==> config.mk <==
export PLATFORM = sky130hd
export DESIGN_NAME = dmem_io_ctrl
export DESIGN_NICKNAME = d
export VERILOG_FILES = /design/src/rtl/dmem_io_ctrl.sv
export SDC_FILE = /design/constraint.sdc
export NUM_CORES = 1
export LEC_CHECK = 0
export ABC_AREA = 1
export ABC_CLOCK_PERIOD_IN_PS = 4300
export CORE_MARGIN = 2
export CORE_UTILIZATION = 34
export CTS_CLUSTER_SIZE = 14
export DETAILED_ROUTE_END_ITERATION = 16
export PLACE_DENSITY = 0.52
export SYNTH_ARGS = -nofsm -noshare
export SYNTH_HDL_FRONTEND = slang
export SYNTH_SLANG_ARGS = --single-unit
==> constraint.sdc <==
create_clock -name clock -period 4.3 [get_ports clock]
set_clock_uncertainty 0.15 [all_clocks]
set_input_delay 0.86 -clock clock [delete_from_list [all_inputs] [get_ports clock]]
set_output_delay 0.86 -clock clock [all_outputs]
set_load 0.01 [all_outputs]
==> src/rtl/dmem_io_ctrl.sv <==
// dmem_io_ctrl: word RAM plus a memory-mapped I/O register file for the MEM stage.
// addr[IO_BIT] selects the I/O region; every read is registered into dataout.
module dmem_io_ctrl #(
    parameter int ADDR_W  = 5,
    parameter int NUM_OUT = 3,
    parameter int NUM_IN  = 2,
    parameter int IO_BIT  = 7
) (
    input  logic                  clock,
    input  logic                  resetn,
    input  logic [31:0]           addr,
    input  logic [31:0]           datain,
    input  logic                  we,
    input  logic [3:0]            be,
    input  logic                  re,
    output logic [31:0]           dataout,
    output logic [32*NUM_OUT-1:0] out_ports,
    input  logic [32*NUM_IN-1:0]  in_ports,
    output logic                  irq
);
    localparam int         DEPTH    = 2 ** ADDR_W;
    localparam logic [4:0] W_STATUS = 5'd16;
    localparam logic [4:0] W_MASK   = 5'd17;
    localparam logic [4:0] W_CYCLE  = 5'd18;

    logic [31:0]       mem    [DEPTH];
    logic [31:0]       out_q  [NUM_OUT];
    logic [31:0]       s1_q   [NUM_IN];
    logic [31:0]       s2_q   [NUM_IN];
    logic [31:0]       prev_q [NUM_IN];
    logic [NUM_IN-1:0] status_q, status_d, mask_q, chg;
    logic [31:0]       cycle_q, cycle_d, rdata, dataout_q;
    logic              irq_q;
    logic              is_io, wr_io, rd_status;
    logic [4:0]        io_w;
    logic [ADDR_W-1:0] ram_idx;
    logic              unused_addr;

    function automatic logic [31:0] merge_be(input logic [31:0] old_w, input logic [31:0] new_w,
                                             input logic [3:0] en);
        logic [31:0] r;
        for (int i = 0; i < 4; i++) r[8*i +: 8] = en[i] ? new_w[8*i +: 8] : old_w[8*i +: 8];
        return r;
    endfunction

    assign is_io       = addr[IO_BIT];
    assign io_w        = addr[6:2];
    assign ram_idx     = addr[ADDR_W+1:2];
    assign wr_io       = we && is_io;
    assign rd_status   = re && is_io && (io_w == W_STATUS);
    assign unused_addr = ^addr;

    // Gating on resetn keeps a reset that overlaps a write from committing it.
    always_ff @(posedge clock) begin
        if (resetn && we && !is_io) mem[ram_idx] <= merge_be(mem[ram_idx], datain, be);
    end

    always_comb begin
        chg = '0;
        for (int k = 0; k < NUM_IN; k++) chg[k] = (s2_q[k] != prev_q[k]);
        // A read clears what it returned, but a change seen at the same edge re-sets the bit.
        status_d = (status_q & ~(rd_status ? status_q : '0)) | chg;
        cycle_d  = (wr_io && io_w == W_CYCLE) ? merge_be(cycle_q, datain, be) : cycle_q + 32'd1;
    end

    always_comb begin
        rdata = '0;
        if (!is_io) begin
            rdata = mem[ram_idx];
        end else begin
            for (int k = 0; k < NUM_OUT; k++) if (io_w == 5'(k)) rdata = out_q[k];
            for (int k = 0; k < NUM_IN; k++) if (io_w == 5'(8 + k)) rdata = s2_q[k];
            case (io_w)
                W_STATUS: rdata = 32'(status_q);
                W_MASK:   rdata = 32'(mask_q);
                W_CYCLE:  rdata = cycle_q;
                default:  ;
            endcase
        end
    end

    always_ff @(posedge clock or negedge resetn) begin
        if (!resetn) begin
            for (int k = 0; k < NUM_OUT; k++) out_q[k] <= '0;
            for (int k = 0; k < NUM_IN; k++) begin
                s1_q[k]   <= '0;
                s2_q[k]   <= '0;
                prev_q[k] <= '0;
            end
            status_q  <= '0;
            mask_q    <= '0;
            cycle_q   <= '0;
            dataout_q <= '0;
            irq_q     <= 1'b0;
        end else begin
            for (int k = 0; k < NUM_IN; k++) begin
                s1_q[k]   <= in_ports[32*k +: 32];
                s2_q[k]   <= s1_q[k];
                prev_q[k] <= s2_q[k];
            end
            for (int k = 0; k < NUM_OUT; k++)
                if (wr_io && io_w == 5'(k)) out_q[k] <= merge_be(out_q[k], datain, be);
            if (wr_io && io_w == W_MASK && be[0]) mask_q <= datain[NUM_IN-1:0];
            status_q <= status_d;
            cycle_q  <= cycle_d;
            irq_q    <= |(status_q & mask_q);
            if (re) dataout_q <= rdata;
        end
    end

    genvar g;
    generate
        for (g = 0; g < NUM_OUT; g++) begin : g_out
            assign out_ports[32*g +: 32] = out_q[g];
        end
    endgenerate

    assign dataout = dataout_q;
    assign irq     = irq_q;
endmodule
==> impl_metrics.json <==
{
  "switching_power_mw": 7.26,
  "holdBufCountCts": 1,
  "synthesis.instances": 5253,
  "proportion_of_synthesized_chip_area_in_sequential_cells": 0.709,
  "r2r_start": "s2_q[29]",
  "switching_share": 0.240,
  "firstDrtPassIters": 6,
  "number_of_antenna_violations_at_the_first_check_in_global_routing": 6,
  "hold_path_depth": 0,
  "place.detailed.hpwl_um": 106000,
  "crit_family": "simple AND/OR/NAND/NOR gates",
  "pin_count": 265,
  "hp-start": "s1_q[2]",
  "finalNetCount": 5702,
  "critical_path.cell_chain": "buf_2 > inv_4 > buf_4 > nand2_1 > nor3_2 > nand2_1 > o21ai_0",
  "number_of_global_route_vias_before_repair": 37000,
  "synth_enable_flop_cells": 1024,
  "power_per_cell_area_nw_per_um2": 451,
  "synth_cell_type_count": 40,
  "worst_setup_path_end_kind": "register",
  "outcome": "complete, no violations",
  "synthToLayoutAreaGrowth_pct": 20.0,
  "floorplan.die_area_um2": 168000,
  "crit_path_max_fanout": 61,
  "fin_tns_setup_ns": 0,
  "ctsResizeCount": 0,
  "power.total_mw": 30.3,
  "worst_hold_slack_ns": 0.193,
  "avgViaCountPerCell": 4.91,
  "yosys_most_used_dff": "sky130_fd_sc_hd__edfxtp_1",
  "placement.cell_area_um2": 62300,
  "synthesized_net_count": 5390,
  "combinationalPowerShare": 0.084,
  "reg2reg_depth": 5,
  "clock_sink_count": 1381,
  "cp_data_required_time_ns": 4.83,
  "layout_common_cells": "sky130_fd_sc_hd__nand2_1, sky130_fd_sc_hd__edfxtp_1, sky130_fd_sc_hd__dfrtp_1",
  "placementRows": 148,
  "period_utilization": 0.800,
  "cts_post_setup_buffers_inserted": 0,
  "grt_setup_unrepaired": "no",
  "tritoncts.num_buffers": 149,
  "grt_resource_usage_total": 0.205,
  "worstSkewPairLatency_ns": 0.78,
  "routed_wire_length_um": 173000,
  "grt_start_max_net_pins": 148,
  "mostFrequentLayoutCell": "sky130_fd_sc_hd__nand2_1",
  "regToRegEndpoint": "status_q[1]",
  "async_flop_share": 0.259,
  "finalHoldViolations": 0,
  "synthesis.yosys.warnings": 0,
  "path_clk_slew_ns": 0.06,
  "place_congestion": 0.861,
  "clkPwrFrac": 0.419,
  "core_um2": 163000,
  "tightest_slew_ns": 1.12,
  "ir_worst_vdd_v": 0.000375,
  "cpPeakStageDelay_ns": 0.67,
  "data_arrival_time_at_the_worst_slack_endpoint_ns": 3.97,
  "slew_headroom": 0.252,
  "cap_viol_max_count": 0,
  "tritoncts": "built",
  "initial_utilization": 0.343,
  "seqPwrFrac": 0.498,
  "final_non_filler_cell_area_um2": 67100,
  "clk_path_buf_depth": 3,
  "crit_path_max_delay_cell_type": "sky130_fd_sc_hd__nor3_2",
  "grt-ovfl-total": 0,
  "dieWidth_um": 410,
  "timing.critical_path.from_type": "input port",
  "drive_gt1_frac": 0.0802,
  "ys_seq_elements": 1381,
  "route.antenna.remaining_nets": 0,
  "post-route-worst-setup-slack_ns": 0.858,
  "fmax_mhz": 291,
  "final.min_clock_period_ns": 3.44,
  "crit_top_cell": "sky130_fd_sc_hd__nand2_1",
  "port_buffers": 238,
  "drtIter0Drc": 3718,
  "slew_violations": 0,
  "cts_htree_levels": 4,
  "dp_worst_setup_slack_ns": 0.0533,
  "setup_viol_count_final": 0,
  "routed-via-count": 38700,
  "syn_area_um2": 55900,
  "hold_class": "reg -> reg",
  "synthesis.area_per_instance_um2": 10.6,
  "path_class": "in -> reg",
  "floorplan.die.height_um": 410,
  "internal_power_mw": 23.0,
  "grt_first_pass_wirelength_um": 255000,
  "static-leakage-power_nw": 26.8,
  "cts.root.buffer_cell": "sky130_fd_sc_hd__clkbuf_16",
  "remaining_drc_errors": 0,
  "worst_hold_path.endpoint": "s2_q[2]",
  "critical_path.startpoint": "addr[6]",
  "reg2reg_setup_slack_ns": 2.00,
  "critPathBufInv": 3,
  "route.detailed.wl_per_inst_um": 22.0,
  "final.fill_count": 15500
}
==> cells by family (layout without fill, tap and decap cells) <==
kind of cell / count (synthesis) / after routing / share of synthesized area
compound gates: 287 / 287 / 0.0269
xor+xnor: 73 / 73 / 0.0114
fa+ha+maj: 1 / 1 / 0.000224
buf+inv: 435 / 871 / 0.0313
flops: 1381 / 1381 / 0.709
mux: 5 / 5 / 0.00101
other cells: 0 / 5 / 0
simple gates: 3071 / 3071 / 0.220
==> layout make-up <==
| class | count | area (um^2) | share of cell area |
|---|---|---|---|
| flip-flops and latches | 1381 | 39700 | 0.591 |
| multi-input cells | 3437 | 14800 | 0.221 |
| repair buffers | 406 | 4360 | 0.0650 |
| clock buffers | 206 | 4140 | 0.0617 |
| well taps | 2175 | 2720 | 0.0405 |
| inverters | 190 | 733 | 0.0109 |
| clock inverters | 69 | 652 | 0.00971 |
| diodes | 5 | 12.5 | 0.000186 |
==> worst max path at each step <==
| stage | depth (start not counted) | to |
|---|---|---|
| after global routing | 7 | out_ports[29] |
| after CTS | 7 | out_ports[29] |
| after detailed placement | 7 | out_ports[2] |
| after floorplan | 6 | mem[28][0] |
| after global placement | 7 | out_ports[6] |
| final | 7 | out_ports[29] |
==> worst reg2reg max path: stages, from the launching register on <==
cell,delay [ns]
sky130_fd_sc_hd__dfrtp_1,0.42
sky130_fd_sc_hd__or2_2,0.30
sky130_fd_sc_hd__a211oi_1,0.38
sky130_fd_sc_hd__nand2_1,0.09
sky130_fd_sc_hd__nor2_1,0.61
sky130_fd_sc_hd__nand3_1,0.19
==> synthesized netlist by cell type (12+ instances only) <==
library cell	n	area share
sky130_fd_sc_hd__a21oi_1	70	0.0063
sky130_fd_sc_hd__buf_1	23	0.0015
sky130_fd_sc_hd__buf_2	79	0.0071
sky130_fd_sc_hd__clkbuf_1	139	0.0093
sky130_fd_sc_hd__clkinv_1	27	0.0018
sky130_fd_sc_hd__dfrtp_1	357	0.16
sky130_fd_sc_hd__edfxtp_1	1024	0.55
sky130_fd_sc_hd__inv_1	157	0.011
sky130_fd_sc_hd__nand2_1	2461	0.17
sky130_fd_sc_hd__nand3_1	189	0.017
sky130_fd_sc_hd__nand4_1	162	0.018
sky130_fd_sc_hd__nor2_1	209	0.014
sky130_fd_sc_hd__nor3_1	29	0.0026
sky130_fd_sc_hd__o21ai_0	176	0.016
sky130_fd_sc_hd__o21ai_1	12	0.0011
sky130_fd_sc_hd__xnor2_1	38	0.0060
sky130_fd_sc_hd__xor2_1	35	0.0055
==> state kept, by name, summed over array words and instances (netlist names) <==
register	count
cycle_q	32
dataout	32
irq	1
mask_q	2
mem	1024
out_ports	96
prev_q	64
s1_q	64
s2_q	64
status_q	2
==> power by group through the flow <==
stage	Combinational, mW	Sequential [mW]	Clock [mW]
floorplan	1.17	15.3	0
global placement	2.52	15.3	0
detailed placement	2.55	15.3	0
CTS	2.56	15.1	12.9
global route	2.77	15.1	13.4
finish	2.53	15.1	12.7
==> layer usage <==
metal	track usage	up-vias	part of all wire
li1	-	18100	-
met1	0.289	19300	0.45
met2	0.326	1057	0.47
met3	0.0291	234	0.050
met4	0.0684	2	0.028
met5	0	-	0.00011
==> metrics by stage <==
stage,util,std cells
2_1_floorplan,-,5253
3_3_place_gp,0.382,7588
3_5_place_dp,0.382,7588
4_1_cts,0.411,7864
5_1_grt,0.411,7869
6_report,0.411,7869
Note: power is estimated with default switching activity, not from simulation.
